File: src/rtl/riscv_test_monitor.sv
// Pass/fail/hang/timeout monitor for a RISC-V core under test, with cycle and retire counters.
// Optional PC trace buffer enabled by defining RISCV_TEST_MONITOR_TRACE_EN.
module riscv_test_monitor #(
  parameter int                 DATA_W         = 32,
  parameter int                 ADDR_W         = 32,
  parameter int                 CNT_W          = 32,
  parameter int                 TIMEOUT_CYCLES = 750,
  parameter int                 STALL_LIMIT    = 16,
  parameter logic [DATA_W-1:0]  PASS_SIG       = DATA_W'(32'h0000_600D),
  parameter logic [DATA_W-1:0]  FAIL_SIG       = DATA_W'(32'h0000_0BAD),
  parameter int                 TRACE_DEPTH    = 8
) (
  input  logic                           clk,
  input  logic                           reset,
  input  logic                           enable,
  input  logic                           clear,
  input  logic                           wb_valid,
  input  logic [DATA_W-1:0]              WB_Data,
  input  logic [ADDR_W-1:0]              Address,
  input  logic [$clog2(TRACE_DEPTH)-1:0] trace_idx,
  output logic                           done,
  output logic                           pass,
  output logic                           fail,
  output logic                           timeout,
  output logic                           hang,
  output logic [CNT_W-1:0]               cycle_count,
  output logic [CNT_W-1:0]               retire_count,
  output logic [ADDR_W-1:0]              trace_pc
);

  localparam int IDX_W   = $clog2(TRACE_DEPTH);
  localparam int STALL_W = $clog2(STALL_LIMIT + 1);

  typedef enum logic [2:0] {
    S_IDLE, S_RUN, S_PASS, S_FAIL, S_HANG, S_TIMEOUT
  } state_e;

  state_e             state_q, state_d;
  logic [CNT_W-1:0]   cycle_count_q, cycle_count_d;
  logic [CNT_W-1:0]   retire_count_q, retire_count_d;
  logic [STALL_W-1:0] stall_q, stall_d;
  logic [ADDR_W-1:0]  prev_addr_q, prev_addr_d;
  logic               done_q, done_d;
  logic               pass_q, pass_d;
  logic               fail_q, fail_d;
  logic               timeout_q, timeout_d;
  logic               hang_q, hang_d;
  logic               addr_same;

  function automatic logic [CNT_W-1:0] sat_inc(input logic [CNT_W-1:0] v);
    return (&v) ? v : v + CNT_W'(1);
  endfunction

  assign addr_same = (Address == prev_addr_q);

  always_comb begin
    state_d        = state_q;
    cycle_count_d  = cycle_count_q;
    retire_count_d = retire_count_q;
    stall_d        = stall_q;
    prev_addr_d    = prev_addr_q;
    done_d         = done_q;
    pass_d         = pass_q;
    fail_d         = fail_q;
    timeout_d      = timeout_q;
    hang_d         = hang_q;
    if (clear) begin
      state_d        = S_IDLE;
      cycle_count_d  = '0;
      retire_count_d = '0;
      stall_d        = '0;
      done_d         = 1'b0;
      pass_d         = 1'b0;
      fail_d         = 1'b0;
      timeout_d      = 1'b0;
      hang_d         = 1'b0;
    end else begin
      case (state_q)
        S_IDLE: begin
          // The reference PC is captured here so the first RUN cycle never sees the reset value.
          if (enable) begin
            state_d     = S_RUN;
            stall_d     = '0;
            prev_addr_d = Address;
          end
        end
        S_RUN: begin
          cycle_count_d = sat_inc(cycle_count_q);
          if (wb_valid) retire_count_d = sat_inc(retire_count_q);
          stall_d     = addr_same ? stall_q + STALL_W'(1) : '0;
          prev_addr_d = Address;
          if (wb_valid && (WB_Data == PASS_SIG)) begin
            state_d = S_PASS;
            done_d  = 1'b1;
            pass_d  = 1'b1;
          end else if (wb_valid && (WB_Data == FAIL_SIG)) begin
            state_d = S_FAIL;
            done_d  = 1'b1;
            fail_d  = 1'b1;
          end else if (addr_same && (stall_q == STALL_W'(STALL_LIMIT - 1))) begin
            state_d = S_HANG;
            done_d  = 1'b1;
            hang_d  = 1'b1;
          end else if (cycle_count_q == CNT_W'(TIMEOUT_CYCLES - 1)) begin
            state_d   = S_TIMEOUT;
            done_d    = 1'b1;
            timeout_d = 1'b1;
          end
        end
        default: ;
      endcase
    end
  end

  always_ff @(posedge clk or posedge reset) begin
    if (reset) begin
      state_q        <= S_IDLE;
      cycle_count_q  <= '0;
      retire_count_q <= '0;
      stall_q        <= '0;
      prev_addr_q    <= '0;
      done_q         <= 1'b0;
      pass_q         <= 1'b0;
      fail_q         <= 1'b0;
      timeout_q      <= 1'b0;
      hang_q         <= 1'b0;
    end else begin
      state_q        <= state_d;
      cycle_count_q  <= cycle_count_d;
      retire_count_q <= retire_count_d;
      stall_q        <= stall_d;
      prev_addr_q    <= prev_addr_d;
      done_q         <= done_d;
      pass_q         <= pass_d;
      fail_q         <= fail_d;
      timeout_q      <= timeout_d;
      hang_q         <= hang_d;
    end
  end

  assign done         = done_q;
  assign pass         = pass_q;
  assign fail         = fail_q;
  assign timeout      = timeout_q;
  assign hang         = hang_q;
  assign cycle_count  = cycle_count_q;
  assign retire_count = retire_count_q;

`ifdef RISCV_TEST_MONITOR_TRACE_EN
  logic [ADDR_W-1:0] trace_q [TRACE_DEPTH];
  logic [ADDR_W-1:0] trace_d [TRACE_DEPTH];
  logic [IDX_W-1:0]  wr_ptr_q, wr_ptr_d;
  logic [IDX_W-1:0]  rd_ptr;

  always_comb begin
    trace_d  = trace_q;
    wr_ptr_d = wr_ptr_q;
    if (!clear && (state_q == S_RUN) && wb_valid) begin
      trace_d[wr_ptr_q] = Address;
      wr_ptr_d          = wr_ptr_q + IDX_W'(1);
    end
  end

  always_ff @(posedge clk or posedge reset) begin
    if (reset) begin
      for (int i = 0; i < TRACE_DEPTH; i++) trace_q[i] <= '0;
      wr_ptr_q <= '0;
    end else begin
      trace_q  <= trace_d;
      wr_ptr_q <= wr_ptr_d;
    end
  end

  // Index wraps modulo TRACE_DEPTH because the pointer width is exactly log2 of the depth.
  assign rd_ptr   = wr_ptr_q - IDX_W'(1) - trace_idx;
  assign trace_pc = trace_q[rd_ptr];
`else
  logic unused_trace_idx;
  assign unused_trace_idx = ^trace_idx;
  assign trace_pc         = '0;
`endif

endmodule

File: config.mk
export PLATFORM = sky130hd
export DESIGN_NAME = riscv_test_monitor
export DESIGN_NICKNAME = d
export VERILOG_FILES = /design/src/rtl/riscv_test_monitor.sv
export SDC_FILE = /design/constraint.sdc
export NUM_CORES = 1
export LEC_CHECK = 0
export ABC_AREA = 1
export ABC_CLOCK_PERIOD_IN_PS = 3950
export BUFFER_PORTS_ARGS = -buffer_cell sky130_fd_sc_hd__buf_2
export CORE_UTILIZATION = 42
export DETAILED_ROUTE_END_ITERATION = 7
export HOLD_SLACK_MARGIN = 0.03
export PLACE_DENSITY = 0.65
export SLEW_MARGIN = 5
export SYNTH_ARGS = -nofsm -noshare
export SYNTH_HDL_FRONTEND = slang
export SYNTH_SLANG_ARGS = --single-unit
export TNS_END_PERCENT = 5
File: constraint.sdc
create_clock -name clk -period 3.95 [get_ports clk]
set_input_delay 0.9875 -clock clk [delete_from_list [all_inputs] [get_ports clk]]
set_output_delay 0.9875 -clock clk [all_outputs]
set_load 0.02 [all_outputs]
* Word-level counts from Yosys, hierarchy flattened
Cells that the tools add are included.
** Storage, ports and cells
- Bits in registers :: 109
- Input port bits :: 72
- Output and inout bits :: 101
- Logic and storage cells :: 96
** Operators by class
- Add/sub/neg operators :: 3
- Equal/unequal tests :: 14
- Multiplexer cells :: 43
- Bitwise operators :: 1
- Reduce and logical (&&, ||, !) cells :: 25
** Operator list (count)
- 32-bit 2-to-1 mux :: 8
- 32-bit by 1-bit adder with 32-bit output (second input constant) :: 2
- 32-bit one-hot mux with 2 select lines :: 1
- 32-bit AND reduction :: 2
- 32-bit by 10-bit equality test with 1-bit output (second input constant) :: 1
- 32-bit by 12-bit equality test with 1-bit output (second input constant) :: 1
- 32-bit by 15-bit equality test with 1-bit output (second input constant) :: 1
- 32-bit equality test :: 1
- 1-bit 2-to-1 mux :: 23
- 3-bit 2-to-1 mux :: 6
- 5-bit 2-to-1 mux :: 3
- 2-bit nonzero test :: 7
- 2-bit != test (second input constant) :: 6
- 3-bit AND reduction :: 4
- 5-bit one-hot mux with 2 select lines :: 1
- 2-bit AND reduction :: 4
- 6-bit != test (second input constant) :: 1
- 3-bit one-hot mux with 2 select lines :: 1
- 5-bit by 1-bit adder with 5-bit output (second input constant) :: 1
- 5-bit by 4-bit equality test with 1-bit output (second input constant) :: 1
- 5-bit AND reduction :: 1
- 5-bit nonzero test :: 1
- 4-bit AND reduction :: 1
- 3-bit by 1-bit equality test with 1-bit output (second input constant) :: 1
- 5 further kinds :: 7

* Logic depth before layout (Yosys ltp)
Gate-level depths: netlist of the first run.
- Word-level depth :: 7
- Mapped depth :: 13
- Depth with buffers taken out :: 13

* Worst setup path after synthesis of the first run
No wires, ideal clock.
- Path kind :: input -> register
- Start :: in clear
- End :: reg cycle_count_q[3], in the netlist cycle_count[3]
- Data arrival time :: 1.921 ns
- Required time :: 3.827 ns
- Path slack :: 1.906 ns
- Stages :: 9
- Cells stage by stage :: inv_1 nand3_1 nor3_1 nand4_1 nand2_2 buf_4 nor2_1 o21ai_0 nor2_1
** On the way
- Cells in the longest elaborated chain, start to end :: 2
** RTL lines
- start: declaration :: RTL line 16 : input logic clear,
- 2-bit != test (no line) or 2-bit nonzero test (tied branches)
- 2-bit AND reduction (no line)
- end signal: assignment :: RTL line 129 : cycle_count_q <= cycle_count_d;
- end: declaration :: RTL line 39 : logic [CNT_W-1:0] cycle_count_q, cycle_count_d;
Several ways; a longest one is shown, not always the timed one.
A chain may end at the register's enable or synchronous reset.

* Worst setup path after layout of the first run
- Start :: reg retire_count_q[0], in the netlist retire_count[0]
- End :: reg retire_count_q[23], in the netlist retire_count[23]
** On the way
- Cells in the longest elaborated chain, start to end :: 5
** RTL lines
- start: declaration :: RTL line 40 : logic [CNT_W-1:0] retire_count_q, retire_count_d;
- start signal: assignment :: RTL line 130 : retire_count_q <= retire_count_d;
- 32-bit by 1-bit adder with 32-bit output :: RTL line 51 : return (&v) ? v : v + CNT_W'(1);
- 32-bit 2-to-1 mux :: RTL line 51
- 32-bit 2-to-1 mux :: RTL line 89 : if (wb_valid) retire_count_d = sat_inc(retire_count_q);
- 32-bit 2-to-1 mux :: RTL line 78 : case (state_q)
- 32-bit 2-to-1 mux :: RTL line 67 : if (clear) begin
Several ways; a longest one is shown, not always the timed one. The select of a mux whose other input is x is not followed.

==> results of run 1 <==
==> registers in the layout, indices dropped and copies added (netlist names) <==
| register | cells |
|---|---|
| pass | 1 |
| prev_addr_q | 32 |
| stall_q | 5 |
| retire_count | 32 |
| timeout | 1 |
| hang | 1 |
| state_q | 3 |
| cycle_count | 32 |
| done | 1 |
| fail | 1 |
==> where the power goes <==
part	internal [uW]	total (uW)	switching [uW]	leakage, uW
logic	298	765	467	0.00249
clock network	564	1030	463	0.000151
registers	1250	1380	127	0.00145
total	2110	3170	1060	0.00409
==> cell type report <==
type                    count  share of cell area (%)
diodes                      1                 0.02940
inverters                 106                   4.734
well taps                 225                   3.308
multi-input cells         819                   47.25
flip-flops and latches    109                   32.05
clock buffers              10                   2.690
clock inverters             6                   1.117
repair buffers            144                   8.821
==> path summary, 6_finish.rpt <==
check                                            start                            to  slack (ns)
max in group asynchronous                        reset    cycle_count[7]$_DFFE_PP0P_        2.41
setup reg to reg           retire_count[0]$_DFFE_PP0P_  retire_count[23]$_DFFE_PP0P_        1.40
min in group asynchronous                        reset  retire_count[10]$_DFFE_PP0P_        0.77
hold / removal                        pass$_DFFE_PP0P_              pass$_DFFE_PP0P_        0.50
hold reg to reg                       pass$_DFFE_PP0P_              pass$_DFFE_PP0P_        0.50
setup / recovery           retire_count[0]$_DFFE_PP0P_  retire_count[23]$_DFFE_PP0P_        1.40
==> metal layers <==
layer | track usage [%] | share of wire [%] | vias up
met5 | 0 | 0 | -
met4 | 5.868 | 1.6 | 0
met3 | 3.754 | 6.1 | 20
met2 | 36.51 | 45 | 225
met1 | 31.72 | 47 | 3253
li1 | - | - | 3592
==> cell families after synthesis <==
group / share of synthesized area [%]
muxes: 2.430
DFF: 36.79
other: 0.05058
xor gates and xnor gates: 6.498
AOI/OAI and AO/OA: 6.700
adders and majority gates: 0.8439
buffers and inverters: 10.60
and+or+nand+nor: 36.08
==> worst max-delay path: stages, from the launching register on <==
cell and delay, ns:
dfrtp_1 0.42, ha_1 0.26, nand2_1 0.11, nor2_2 0.20, nand2_2 0.13, nor2_4 0.20
a31oi_4 0.29, nor2_8 0.44, inv_4 0.18, nand2_1 0.09, o21ai_0 0.08
==> metrics by stage <==
step | setup WS, ns | hold slack [ns] | util, %
floorplan | 0.08855 | 0.4615 | -
global placement | 1.157 | 0.4700 | 47.48
detailed placement | 1.090 | 0.4765 | 47.48
CTS | 1.383 | 0.4970 | 49.36
global route | 1.171 | 0.5202 | 49.38
finish | 1.402 | 0.5005 | 49.38
==> cell usage in the layout, fill, tap and decap left out, types with 11 or more instances in the layout <==
cell	n
nand2_1	323
o21ai_0	49
nand3_1	53
nand4_1	38
inv_1	102
conb_1	32
xor2_1	25
a21oi_1	22
dfrtp_1	109
nor2_1	140
buf_2	137
xnor2_1	30
mux2_2	16
nor3_1	30
nand3b_1	11
==> flow_summary.toml, run 1 <==
[final_layout]
finalNetCount = 1266
seqCellArea_sq_um = 2728
area_growth_pct = 14.80
design_area_sq_um = 8511
multi_input_area_sq_um = 4021
fin_cells = 1420
fillers = 1757
drive_above_1_share_pct = 16.67

[drt]
drt_first_iter_violations = 593
avgRoutedWirePerCell_um = 13.91
viasPerCell = 4.993
ant_nets = 0
drt-pass1-iter-count = 5
wirelength_mm = 19.76
post-route-drc-count = 0
num_vias = 7090

[synth]
synth_edf_count = 0
synthTopCellsByArea = "dfrtp_1 (37%), nand2_1 (16%), nor2_1 (7.1%), inv_1 (5.2%), nand3_1 (3.6%)"
netlist_area_sq_um = 7413
synthCells = 1058
synth_top_cell_area_share_pct = 36.79
synth_commonest_cells = "nand2_1 (323), nor2_1 (140), dfrtp_1 (109)"
yosysUniqueCellTypes = 40
ys_seq_elements = 109
yosys.area.top_type = "dfrtp_1"
avgSynthCellArea_sq_um = 7.007
synth_ff_type = "dfrtp_1"
yosysMostFrequentCell = "nand2_1"
seq_area_frac_synth_pct = 36.79
yosysWarnings = 0
async_reset_ff_share_pct = 100.0

[sta]
fin_crit_sh_pct = 64.50
setup_viol = 0
max-slew-margin-rel_pct = 46.09
fin_crit_ns = 2.548
tns_ns = 0
maxSlewViolCount = 0
tightest_slew_ns = 0.8077
fmax_ghz = 0.3925
finClkSkew_ns = 0.01511
hold_violations = 0
rsz0062_at_grt = "no"

[power]
p_total_uw = 3169
p_per_area_nw_per_um2 = 372.4
max-vdd-ir-drop_mv = 0.2062
p_leak_uw = 0.004090

[floorplan]
core_area_sq_um = 17240
initial_core_util_pct = 43.01
pin_count = 173
num_rows = 48
die-area_sq_um = 18190
die_h_um = 134.9
die_w_um = 134.9

[outcome]
status = "completed"

[worst_setup_path]
crit_type = "reg -> reg"
path_max_fanout = 28
required_ns = 4.19
reg2reg_depth = 10
start_kind = "flip-flop"
crit_arrival_ns = 2.79
worstSetupEndpointType = "flip-flop"

[global_routing]
grt-ovfl-total = 0
grt_use_total_pct = 22.74
grt_max_degree = 59
antenna_found_initial = 1
grt_first_pass_wirelength_mm = 32.60
grt_pass1_vias = 6475

[job]
maxCapViolCount = 0

[clock_network]
cts-root-buf = "clkbuf_16"
cts_tree = "yes"
numCtsBuffers = 9
clk_pin_slew_ns = 0.08
cts.sinks = 109
cts_max_level = 3
clock_path_buffers = 2
insertion_delay_ns = 0.36
cts_setup_buffers = 0
post_cts_resized = 0
hold_buffers = 0

[placement]
dpl.hpwl_mm = 14.73
routabilityCongestion = 0.9259
place_area_sq_um = 8184
io_buffers = 137
post-place-cells = 1403

[min_path]
hold_class = "reg -> reg"
hold_depth = 2
No activity file was read; power rests on OpenSTA's default activity.
==> run 2, diff against run 1 <==
Settings changed: ABC_CLOCK_PERIOD_IN_PS 3950 to 2200.
Clock period 3.95 ns to 2.2 ns, I/O delays scaled along.
==> flow_summary.toml, run 2 (synthesis gave the netlist of run 1 again) <==
[outcome]
status = "completed"

[worst_setup_path]
worstSetupEndpointType = "flip-flop"
path_max_fanout = 4
start_kind = "flip-flop"
reg2reg_to = "retire_count[30]$_DFFE_PP0P_"
reg2reg_depth = 8
required_ns = 2.49
crit_type = "reg -> reg"
timing.rr.start = "retire_count[9]$_DFFE_PP0P_"
r2r_slack_ns = 0.19
crit_arrival_ns = 2.29

[sta]
rsz0062_at_grt = "no"
fmax_ghz = 0.4982
fin_crit_ns = 2.007
fin_crit_sh_pct = 91.23
hold_violations = 0
setup_viol = 0
maxSlewViolCount = 0
timing.final.ws_setup_ns = 0.1929
finClkSkew_ns = 0.009386
tns_ns = 0
tightest_slew_ns = 0.6325
max-slew-margin-rel_pct = 57.44

[floorplan]
initial_core_util_pct = 43.01
pin_count = 173
die-area_sq_um = 18190
die_h_um = 134.9
core_area_sq_um = 17240
die_w_um = 134.9
num_rows = 48

[drt]
wirelength_mm = 20.03
avgRoutedWirePerCell_um = 13.91
drt-pass1-iter-count = 5
viasPerCell = 5.022
ant_nets = 0
num_vias = 7232
drt_first_iter_violations = 477
post-route-drc-count = 0

[clock_network]
numCtsBuffers = 9
insertion_delay_ns = 0.36
cts_tree = "yes"
cts.sinks = 109
clk_pin_slew_ns = 0.08
cts_max_level = 3
cts-root-buf = "clkbuf_16"
clock_path_buffers = 2

[placement]
post-place-cells = 1424
io_buffers = 137
dpl.hpwl_mm = 15.27
routabilityCongestion = 0.9453
dp_worst_setup_slack_ns = 0.1850

[final_layout]
fillers = 1732
fin_cells = 1440
finalNetCount = 1287
final_common_cell = "nand2_1"
area_growth_pct = 17.49
fin_util_pct = 50.53
antenna_cells = 0
layout_common_cells = "nand2_1 (323), nor2_1 (140), buf_2 (137), dfrtp_1 (109), inv_1 (102)"
drive_above_1_share_pct = 18.11

[power]
p_per_area_nw_per_um2 = 657.9
max-vdd-ir-drop_mv = 0.3977
p_leak_uw = 0.004215

[global_routing]
grt_pass1_vias = 6637
grt_use_total_pct = 23.30
grt_first_pass_wirelength_mm = 33.11
grt-ovfl-total = 0
antenna_found_initial = 0
grt_max_degree = 49

[job]
maxCapViolCount = 0

[min_path]
hold_class = "in -> async"
run 2: stage by stage:
stage          area (sq um)  power [uW]  hold slack (ns)
6_report               8710        5730           0.1794
5_1_grt                8710        6083           0.1925
4_1_cts                8705        5786           0.1804
3_5_place_dp           8381        3948           0.4723
3_3_place_gp           8381        3901           0.4728
2_1_floorplan          7533        3569           0.4615
run 2: layout make-up:
type,count,area (sq um),share of cell area [%]
clock inverters,5,81.33,0.9338
repair buffers,165,945.9,10.86
clock buffers,11,242.7,2.787
inverters,106,404.1,4.640
flip-flops and latches,109,2728,31.32
multi-input cells,819,4026,46.23
well taps,225,281.5,3.232
run 2: critical path, stage by stage (launching register included):
cell,delay [ns]
dfrtp_1,0.41
inv_1,0.11
nor4_1,0.60
nand2_1,0.16
nor2_1,0.31
nand2_1,0.09
nand2_1,0.07
nand3_1,0.06
o21ai_1,0.13
run 2: worst max-delay path by stage:
| stage | start | end | slack (ns) | cells past startpoint |
|---|---|---|---|---|
| after floorplan | retire_count[1]$_DFFE_PP0P_ | retire_count[24]$_DFFE_PP0P_ | 0.27 | 11 |
| after global placement | clear | cycle_count[16]$_DFFE_PP0P_ | 0.19 | 10 |
| after detailed placement | clear | cycle_count[16]$_DFFE_PP0P_ | 0.18 | 10 |
| after CTS | retire_count[1]$_DFFE_PP0P_ | retire_count[29]$_DFFE_PP0P_ | 0.22 | 9 |
| after global routing | cycle_count[1]$_DFFE_PP0P_ | cycle_count[16]$_DFFE_PP0P_ | 0.05 | 12 |
| final | retire_count[9]$_DFFE_PP0P_ | retire_count[30]$_DFFE_PP0P_ | 0.19 | 8 |
run 2: what timing repair did:
item | CTS | global route
resized for setup | 0 | 1
hold buffers | 0 | 0
hold endpoints to repair | 0 | 0
buffers inserted | 0 | 0
endpoints found under the setup margin | 0 | 1
run 2: power by group:
group	switching (uW)	internal, uW
Sequential	211	2250
Clock	793	1030
Combinational	866	580
Total	1870	3860
run 2: per-layer routing:
metal	global-route usage, %	vias to the layer above	wire (um)	share of wire [%]
met5	0	-	0	0
met4	7.116	0	331	1.7
met3	3.941	26	1368	6.8
met2	38.03	257	9323	47
met1	31.51	3321	9009	45
li1	-	3628	-	-
